<file path="src/rtl/mem_arbiter.sv">
// rtl/mem_arbiter.sv - two-port round-robin arbiter in front of a single-port memory
// A grant latches the winner's command; mem_en is held for MEM_CYCLES clocks, then one ack cycle follows.
module mem_arbiter #(
    parameter int MEM_CYCLES = 2
) (
    input  logic        clk,
    input  logic        rst,
    input  logic        req0,
    input  logic        req1,
    input  logic        we0,
    input  logic        we1,
    input  logic [15:0] addr0,
    input  logic [15:0] addr1,
    input  logic [15:0] wdata0,
    input  logic [15:0] wdata1,
    output logic        ack0,
    output logic        ack1,
    output logic [15:0] rdata,
    output logic        busy,
    output logic        mem_en,
    output logic        mem_rw,
    output logic [15:0] mem_addr,
    output logic [15:0] mem_wdata,
    input  logic [15:0] mem_rdata
);

    typedef enum logic [1:0] {IDLE, ACCESS, RESP} state_t;

    localparam logic [1:0] LAST_CNT = 2'(MEM_CYCLES - 1);

    state_t      state, state_nx;
    logic [1:0]  cnt, cnt_nx;
    logic        owner, owner_nx;
    logic        last_grant, last_grant_nx;
    logic        win;
    logic        ack0_nx, ack1_nx, mem_en_nx, mem_rw_nx;
    logic [15:0] mem_addr_nx, mem_wdata_nx, rdata_nx;

    always_ff @(posedge clk or posedge rst) begin
        if (rst) begin
            state      <= IDLE;
            cnt        <= 2'd0;
            owner      <= 1'b0;
            last_grant <= 1'b1;
            ack0       <= 1'b0;
            ack1       <= 1'b0;
            mem_en     <= 1'b0;
            mem_rw     <= 1'b0;
            mem_addr   <= 16'h0000;
            mem_wdata  <= 16'h0000;
            rdata      <= 16'h0000;
        end else begin
            state      <= state_nx;
            cnt        <= cnt_nx;
            owner      <= owner_nx;
            last_grant <= last_grant_nx;
            ack0       <= ack0_nx;
            ack1       <= ack1_nx;
            mem_en     <= mem_en_nx;
            mem_rw     <= mem_rw_nx;
            mem_addr   <= mem_addr_nx;
            mem_wdata  <= mem_wdata_nx;
            rdata      <= rdata_nx;
        end
    end

    always_comb begin
        state_nx      = state;
        cnt_nx        = cnt;
        owner_nx      = owner;
        last_grant_nx = last_grant;
        ack0_nx       = 1'b0;
        ack1_nx       = 1'b0;
        mem_en_nx     = mem_en;
        mem_rw_nx     = mem_rw;
        mem_addr_nx   = mem_addr;
        mem_wdata_nx  = mem_wdata;
        rdata_nx      = rdata;
        // On a tie the port that did not win last time gets the grant.
        win           = (req0 && req1) ? ~last_grant : req1;

        case (state)
            IDLE: begin
                if (req0 || req1) begin
                    owner_nx      = win;
                    last_grant_nx = win;
                    mem_rw_nx     = win ? we1 : we0;
                    mem_addr_nx   = win ? addr1 : addr0;
                    mem_wdata_nx  = win ? wdata1 : wdata0;
                    mem_en_nx     = 1'b1;
                    cnt_nx        = 2'd0;
                    state_nx      = ACCESS;
                end
            end
            ACCESS: begin
                if (cnt == LAST_CNT) begin
                    if (!mem_rw) begin
                        rdata_nx = mem_rdata;
                    end
                    ack0_nx   = ~owner;
                    ack1_nx   = owner;
                    mem_en_nx = 1'b0;
                    cnt_nx    = 2'd0;
                    state_nx  = RESP;
                end else begin
                    cnt_nx = cnt + 2'd1;
                end
            end
            RESP: begin
                state_nx = IDLE;
            end
            default: begin
                state_nx  = IDLE;
                mem_en_nx = 1'b0;
            end
        endcase
    end

    assign busy = (state != IDLE);

endmodule

</file>
<file path="config.mk">
export PLATFORM = sky130hd
export DESIGN_NAME = mem_arbiter
export DESIGN_NICKNAME = d
export VERILOG_FILES = /design/src/rtl/mem_arbiter.sv
export SDC_FILE = /design/constraint.sdc
export NUM_CORES = 1
export LEC_CHECK = 0
export CAP_MARGIN = 20
export CORE_UTILIZATION = 41
export DETAILED_ROUTE_END_ITERATION = 8
export PLACE_DENSITY = 0.81
export SLEW_MARGIN = 20
export SYNTH_ARGS = -nofsm -noshare
export SYNTH_HDL_FRONTEND = slang
export SYNTH_SLANG_ARGS = --single-unit
</file>
<file path="constraint.sdc">
create_clock -name clk -period 2.2 [get_ports clk]
set_input_delay 0.44 -clock clk [delete_from_list [all_inputs] [get_ports clk]]
set_output_delay 0.44 -clock clk [all_outputs]
set_load 0.01 [all_outputs]
</file>
== Yosys cells after proc, flatten, opt, wreduce, memory -nomap -nowiden ==
Index checks and enable logic that the tools add are counted.
Operators by class
  $add $sub $neg: 1
  eq/ne operators: 5
  muxes and demuxes: 17
  bitwise gates (word level): 4
  reductions and logical operators: 10
Operator list (count)
  $mux 16: 2
  $mux 1: 8
  $mux 2: 4
  $pmux 2 s2: 2
  $reduce_and 2->1: 3
  $reduce_and 3->1: 2
  $eq 2x1->1 const B: 2
  $ne 2x2->1 const B: 2
  $not 1->1: 4
  $reduce_bool 2->1: 2
  $pmux 1 s3: 1
  $add 2x1->2 const B: 1
  $eq 2x2->1 const B: 1
  $logic_not 2->1: 1
  $logic_and 1x1->1: 1
  $logic_or 1x1->1: 1
Word-level totals
  register bits after elaboration: 58
  input bits: 86
  output and inout port bits: 53
  word-level logic and storage cells: 48

== Longest topological paths before layout ==
Gate-level depths: netlist of the first run.
  depth after elaboration: 3
  mapped depth: 5
  mapped depth without buffers: 3

== Worst setup path before layout of the first run ==
Ideal clock, no wire load.
  kind: input port to flip-flop
  from: input port req1
  to: register mem_addr[0]
  setup time: 0.125 ns
  arrival: 1.440 ns
  required time: 2.075 ns
  path slack: 0.635 ns
  cell stages on the path: 5
  path buffers: 2
  cell sequence: a21bo_1 buf_6 buf_12 mux2_4 mux2_4
On the way
  longest elaborated chain between the ends: 3
  elaborated cells between the ends (all ways): 5
  those cells by class: mux (2); reduce/logical (3)
RTL lines
  start, declared: line 9  | input logic req1,
  $logic_and 1x1->1: line 80  | win = (req0 && req1) ? ~last_grant : req1;
  $mux 1: line 80
  $mux 16: line 88  | mem_addr_nx = win ? addr1 : addr0;
  end signal, assigned: line 61  | mem_addr <= mem_addr_nx;
  end, declared: line 22  | output logic [15:0] mem_addr,
Parallel ways exist; a longest one is shown, timed or not.
A chain may end at the register's enable or synchronous reset.

== Worst setup path in the final report of the first run ==
  from: register state[1]
  to: output port busy
On the way
  longest elaborated chain between the ends: 1
RTL lines
  start, declared: line 31  | state_t state, state_nx;
  start signal, assigned: line 53  | state <= state_nx;
  $reduce_bool 2->1: line 119  | assign busy = (state != IDLE);
  end, declared: line 19  | output logic busy,
No other way between the ends.

==> metrics.txt, run 1 <==
# TYPE chip_impl_metric gauge
chip_impl_metric{name="drtAntennaViolNets",unit=""} 0
chip_impl_info{name="crit_path_start_kind",value="register"} 1
chip_impl_metric{name="numCtsBuffers",unit=""} 9
chip_impl_metric{name="register_area",unit="µm²"} 1450
chip_impl_info{name="crit_chain",value="or2_1 > clkdlybuf4s50_1"} 1
chip_impl_metric{name="period_share",unit="%"} 95.2
chip_impl_metric{name="clk_transition_reported_paths",unit="ns"} 0.07
chip_impl_metric{name="synth_nets",unit=""} 258
chip_impl_metric{name="pin_count_of_the_biggest_net_entering_global_routing",unit=""} 59
chip_impl_metric{name="detail_route.vias_per_cell",unit=""} 4.76
chip_impl_metric{name="fin_worst_hold_slack",unit="ns"} 0.422
chip_impl_metric{name="yosysSeqAreaShare",unit="%"} 50.7
chip_impl_metric{name="first_global_vias",unit=""} 2124
chip_impl_metric{name="critical_path.max_fanout",unit=""} 7
chip_impl_info{name="clk_root_buffer_cell",value="clkbuf_8"} 1
chip_impl_metric{name="cts_setup_buffers",unit=""} 0
chip_impl_metric{name="antennaDiodeCount",unit=""} 0
chip_impl_metric{name="multi_input_area",unit="µm²"} 1280
chip_impl_metric{name="cts-htree-levels",unit=""} 3
chip_impl_metric{name="setup-violations-final",unit=""} 0
chip_impl_metric{name="gp_routability_congestion",unit=""} 0.695
chip_impl_info{name="slowest_stage",value="clkdlybuf4s50_1"} 1
chip_impl_info{name="type_of_the_worst_setup_path",value="reg -> out"} 1
chip_impl_metric{name="power.switching",unit="W"} 0.00173
chip_impl_metric{name="grt_antenna_before_repair",unit=""} 0
chip_impl_info{name="worst_r2r_endpoint",value="mem_addr[13]"} 1
chip_impl_metric{name="seq_power_share",unit="%"} 32.5
chip_impl_info{name="startpoint_of_the_most_critical_register_to_register_path",value="state[1]"} 1
chip_impl_metric{name="ys_types",unit=""} 23
chip_impl_metric{name="drc",unit=""} 0
chip_impl_metric{name="period_needed",unit="ns"} 2.09
chip_impl_metric{name="drt_iter0_drc",unit=""} 36
chip_impl_metric{name="cts.sink_count",unit=""} 58
chip_impl_metric{name="number_of_inserted_filler_cells_in_the_final_layout",unit=""} 511
chip_impl_metric{name="grt-ovfl-total",unit=""} 0
chip_impl_metric{name="flip_flop_and_latch_count_after_synthesis",unit=""} 58
chip_impl_metric{name="worst_skew_pair.late_latency",unit="ns"} 0.32
chip_impl_info{name="setup.worst_path.end_class",value="output pin"} 1
chip_impl_metric{name="achievable-frequency",unit="GHz"} 0.478
chip_impl_info{name="tritoncts",value="built"} 1
chip_impl_metric{name="fraction_of_power_spent_switching_nets",unit="%"} 29.4
chip_impl_metric{name="drive_gt1_share",unit="%"} 34.6
chip_impl_metric{name="drtPass1Iterations",unit=""} 4
chip_impl_metric{name="worstMarginPinSlew",unit="ns"} 0.363
chip_impl_info{name="cp-endpoint",value="busy"} 1
chip_impl_metric{name="syn-cell-area",unit="µm²"} 2870
chip_impl_metric{name="maxCapViolCount",unit=""} 0
chip_impl_metric{name="routed_via_count",unit=""} 1936
chip_impl_metric{name="floorplan.initialDensity",unit="%"} 42.4
chip_impl_metric{name="io_pins",unit=""} 139
chip_impl_metric{name="cell_internal_power",unit="W"} 0.00415
chip_impl_metric{name="final_net_count",unit=""} 408
chip_impl_metric{name="synthToLayoutAreaGrowth",unit="%"} 58.2
chip_impl_metric{name="ir_drop",unit="mV"} 0.503
chip_impl_metric{name="cellPowerDensity",unit="nW/µm²"} 1300
chip_impl_metric{name="fin_area",unit="µm²"} 4530
chip_impl_metric{name="slew-limit-headroom",unit="%"} 75.8
chip_impl_metric{name="post_cts_resize_count",unit=""} 0
chip_impl_metric{name="fp-row-count",unit=""} 30
chip_impl_metric{name="max-clock-path-buffers",unit=""} 2
chip_impl_info{name="tightest_hold_check_type",value="reg -> reg"} 1
chip_impl_info{name="rsz0062_at_grt",value="false"} 1
chip_impl_metric{name="dpl-instance-area",unit="µm²"} 4340
chip_impl_metric{name="hold_buffers",unit=""} 0
chip_impl_metric{name="r2r_slack",unit="ns"} 0.51
chip_impl_metric{name="report.final.slew_viol_count",unit=""} 0
chip_impl_metric{name="cp.arrival",unit="ns"} 1.65
chip_impl_metric{name="dieArea",unit="µm²"} 7330
chip_impl_metric{name="synthesis.instances",unit=""} 172
chip_impl_metric{name="die-width",unit="µm"} 85.6
chip_impl_info{name="crit_path_start",value="state[1]"} 1
chip_impl_metric{name="die_h",unit="µm"} 85.6
chip_impl_metric{name="hold_viol_final",unit=""} 0
chip_impl_metric{name="length_in_cells_of_the_worst_reg_to_reg_path",unit=""} 4
chip_impl_metric{name="wirelength",unit="µm"} 6000
chip_impl_metric{name="fin_skew",unit="ns"} 0.00830
chip_impl_metric{name="grt_first_pass_wirelength",unit="µm"} 9890
chip_impl_info{name="outcome",value="finished, final reports clean"} 1
chip_impl_metric{name="port_buffer_count",unit=""} 138
chip_impl_metric{name="yosysWarningCount",unit=""} 0
chip_impl_metric{name="timing.setup.tns",unit="ns"} 0
chip_impl_metric{name="critical_path_required",unit="ns"} 1.76
chip_impl_metric{name="comb_power_share",unit="%"} 51.2
chip_impl_metric{name="drt-wirelength-per-cell",unit="µm"} 14.7
chip_impl_metric{name="dp.final_hpwl",unit="µm"} 4510
chip_impl_metric{name="power.clock.fraction",unit="%"} 16.3
chip_impl_metric{name="avgSynthCellArea",unit="µm²"} 16.7
chip_impl_metric{name="design.core.area",unit="µm²"} 6760
chip_impl_metric{name="global_route.usage.total",unit="%"} 17.5
chip_impl_metric{name="standby_leakage_power",unit="nW"} 2.02
chip_impl_metric{name="critical_path.max_stage_delay",unit="ns"} 0.62
==> metrics by stage <==
stage / setup WS, ns / power, W / std cells / utilization [%]
2_1_floorplan: 0.334 / 0.00359 / 172 / -
3_3_place_gp: 0.157 / 0.00489 / 391 / 64.2
3_5_place_dp: 0.148 / 0.00497 / 391 / 64.2
4_1_cts: 0.0634 / 0.00597 / 407 / 67.1
5_1_grt: 0.0128 / 0.00623 / 407 / 67.1
6_report: 0.106 / 0.00588 / 407 / 67.1
==> cells in the final DEF (no fill, tap or decap), types with 3 or more instances in the layout <==
master | Yosys | layout
clkdlybuf4s50_1 | 0 | 138
mux2_4 | 56 | 56
nor2_1 | 3 | 3
dfrtp_1 | 57 | 57
buf_12 | 3 | 3
clkbuf_8 | 0 | 10
buf_4 | 0 | 7
inv_1 | 4 | 3
mux2_2 | 26 | 26
clkinv_2 | 0 | 3
o21ai_0 | 3 | 3
==> critical path: cells and delay by family (launching register included) <==
kind,cells,cell delay [ns]
buf+inv,1,0.62
simple gates,1,0.34
flops,1,0.38
==> Yosys cell counts <==
library cell,count,area share (%)
nand4bb_1,1,0.39
dfrtp_1,57,50
o31ai_1,1,0.26
or2_1,1,0.22
buf_2,1,0.17
o221a_2,1,0.39
o211ai_1,1,0.26
buf_6,5,2.0
inv_1,4,0.52
nor2_2,1,0.22
o21ai_0,3,0.52
a21o_1,1,0.26
buf_12,3,2.1
mux2i_1,1,0.35
a21bo_1,1,0.35
o22ai_1,1,0.22
nor2_1,3,0.39
dfstp_2,1,0.92
mux2_4,56,29
mux2_2,26,10
nor2_8,1,0.70
nand2b_1,1,0.22
nor2b_1,1,0.22
==> final cells by class <==
class,instances,share of cell area (%)
Timing Repair Buffer,148,33.0
Sequential cell,58,32.0
Multi-Input combinational cell,101,28.2
Clock buffer,11,3.12
Tap cell,80,2.21
Clock inverter,5,1.19
Inverter,4,0.331
==> power groups by stage <==
| stage | combinational, W | sequential (W) | clock (W) |
|---|---|---|---|
| 3_5_place_dp | 0.00305 | 0.00192 | 0 |
| 2_1_floorplan | 0.00147 | 0.00212 | 0 |
| 4_1_cts | 0.00306 | 0.00192 | 0.000995 |
| 6_report | 0.00301 | 0.00191 | 0.000960 |
| 5_1_grt | 0.00321 | 0.00198 | 0.00105 |
| 3_3_place_gp | 0.00299 | 0.00190 | 0 |
==> sequential cells by signal (all words and copies together), names as in the netlist <==
register and flops:
cnt 2, last_grant 1, state 2, mem_rw 1
mem_wdata 16, ack0 1, owner 1, rdata 16
ack1 1, mem_addr 16, mem_en 1
==> metal layers <==
layer	routed length (µm)	GRT usage [%]
met5	0	0
met4	36	6.36
met3	459	5.68
met2	3040	29.2
met1	2470	21.3
==> worst min-delay path by stage <==
stage,start,end,slack [ns],cells after the start
final,owner,ack0,0.42,1
after global routing,owner,ack0,0.47,1
after CTS,owner,ack0,0.42,1
after detailed placement,owner,ack0,0.41,1
after global placement,owner,ack0,0.41,1
after floorplan,owner,ack0,0.40,1
==> cell families (layout without fill, tap and decap cells) <==
family	after synthesis	in the layout	share of synthesized area, %
mux	83	83	39.9
flops	58	58	50.7
buf+inv	13	168	4.76
compound gates	9	9	2.27
simple gates	9	9	2.36
(Power assumes the default switching activity.)
==> inputs of run 2 (changes only) <==
--- a/config.mk
+++ b/config.mk
@@ -9,6 +9,7 @@
 export CORE_UTILIZATION = 41
 export DETAILED_ROUTE_END_ITERATION = 8
 export PLACE_DENSITY = 0.81
+export SKIP_CTS_REPAIR_TIMING = 1
 export SLEW_MARGIN = 20
 export SYNTH_ARGS = -nofsm -noshare
 export SYNTH_HDL_FRONTEND = slang
==> results of run 2 <==
Final layout, timing and power as in run 1 (identical DEF).
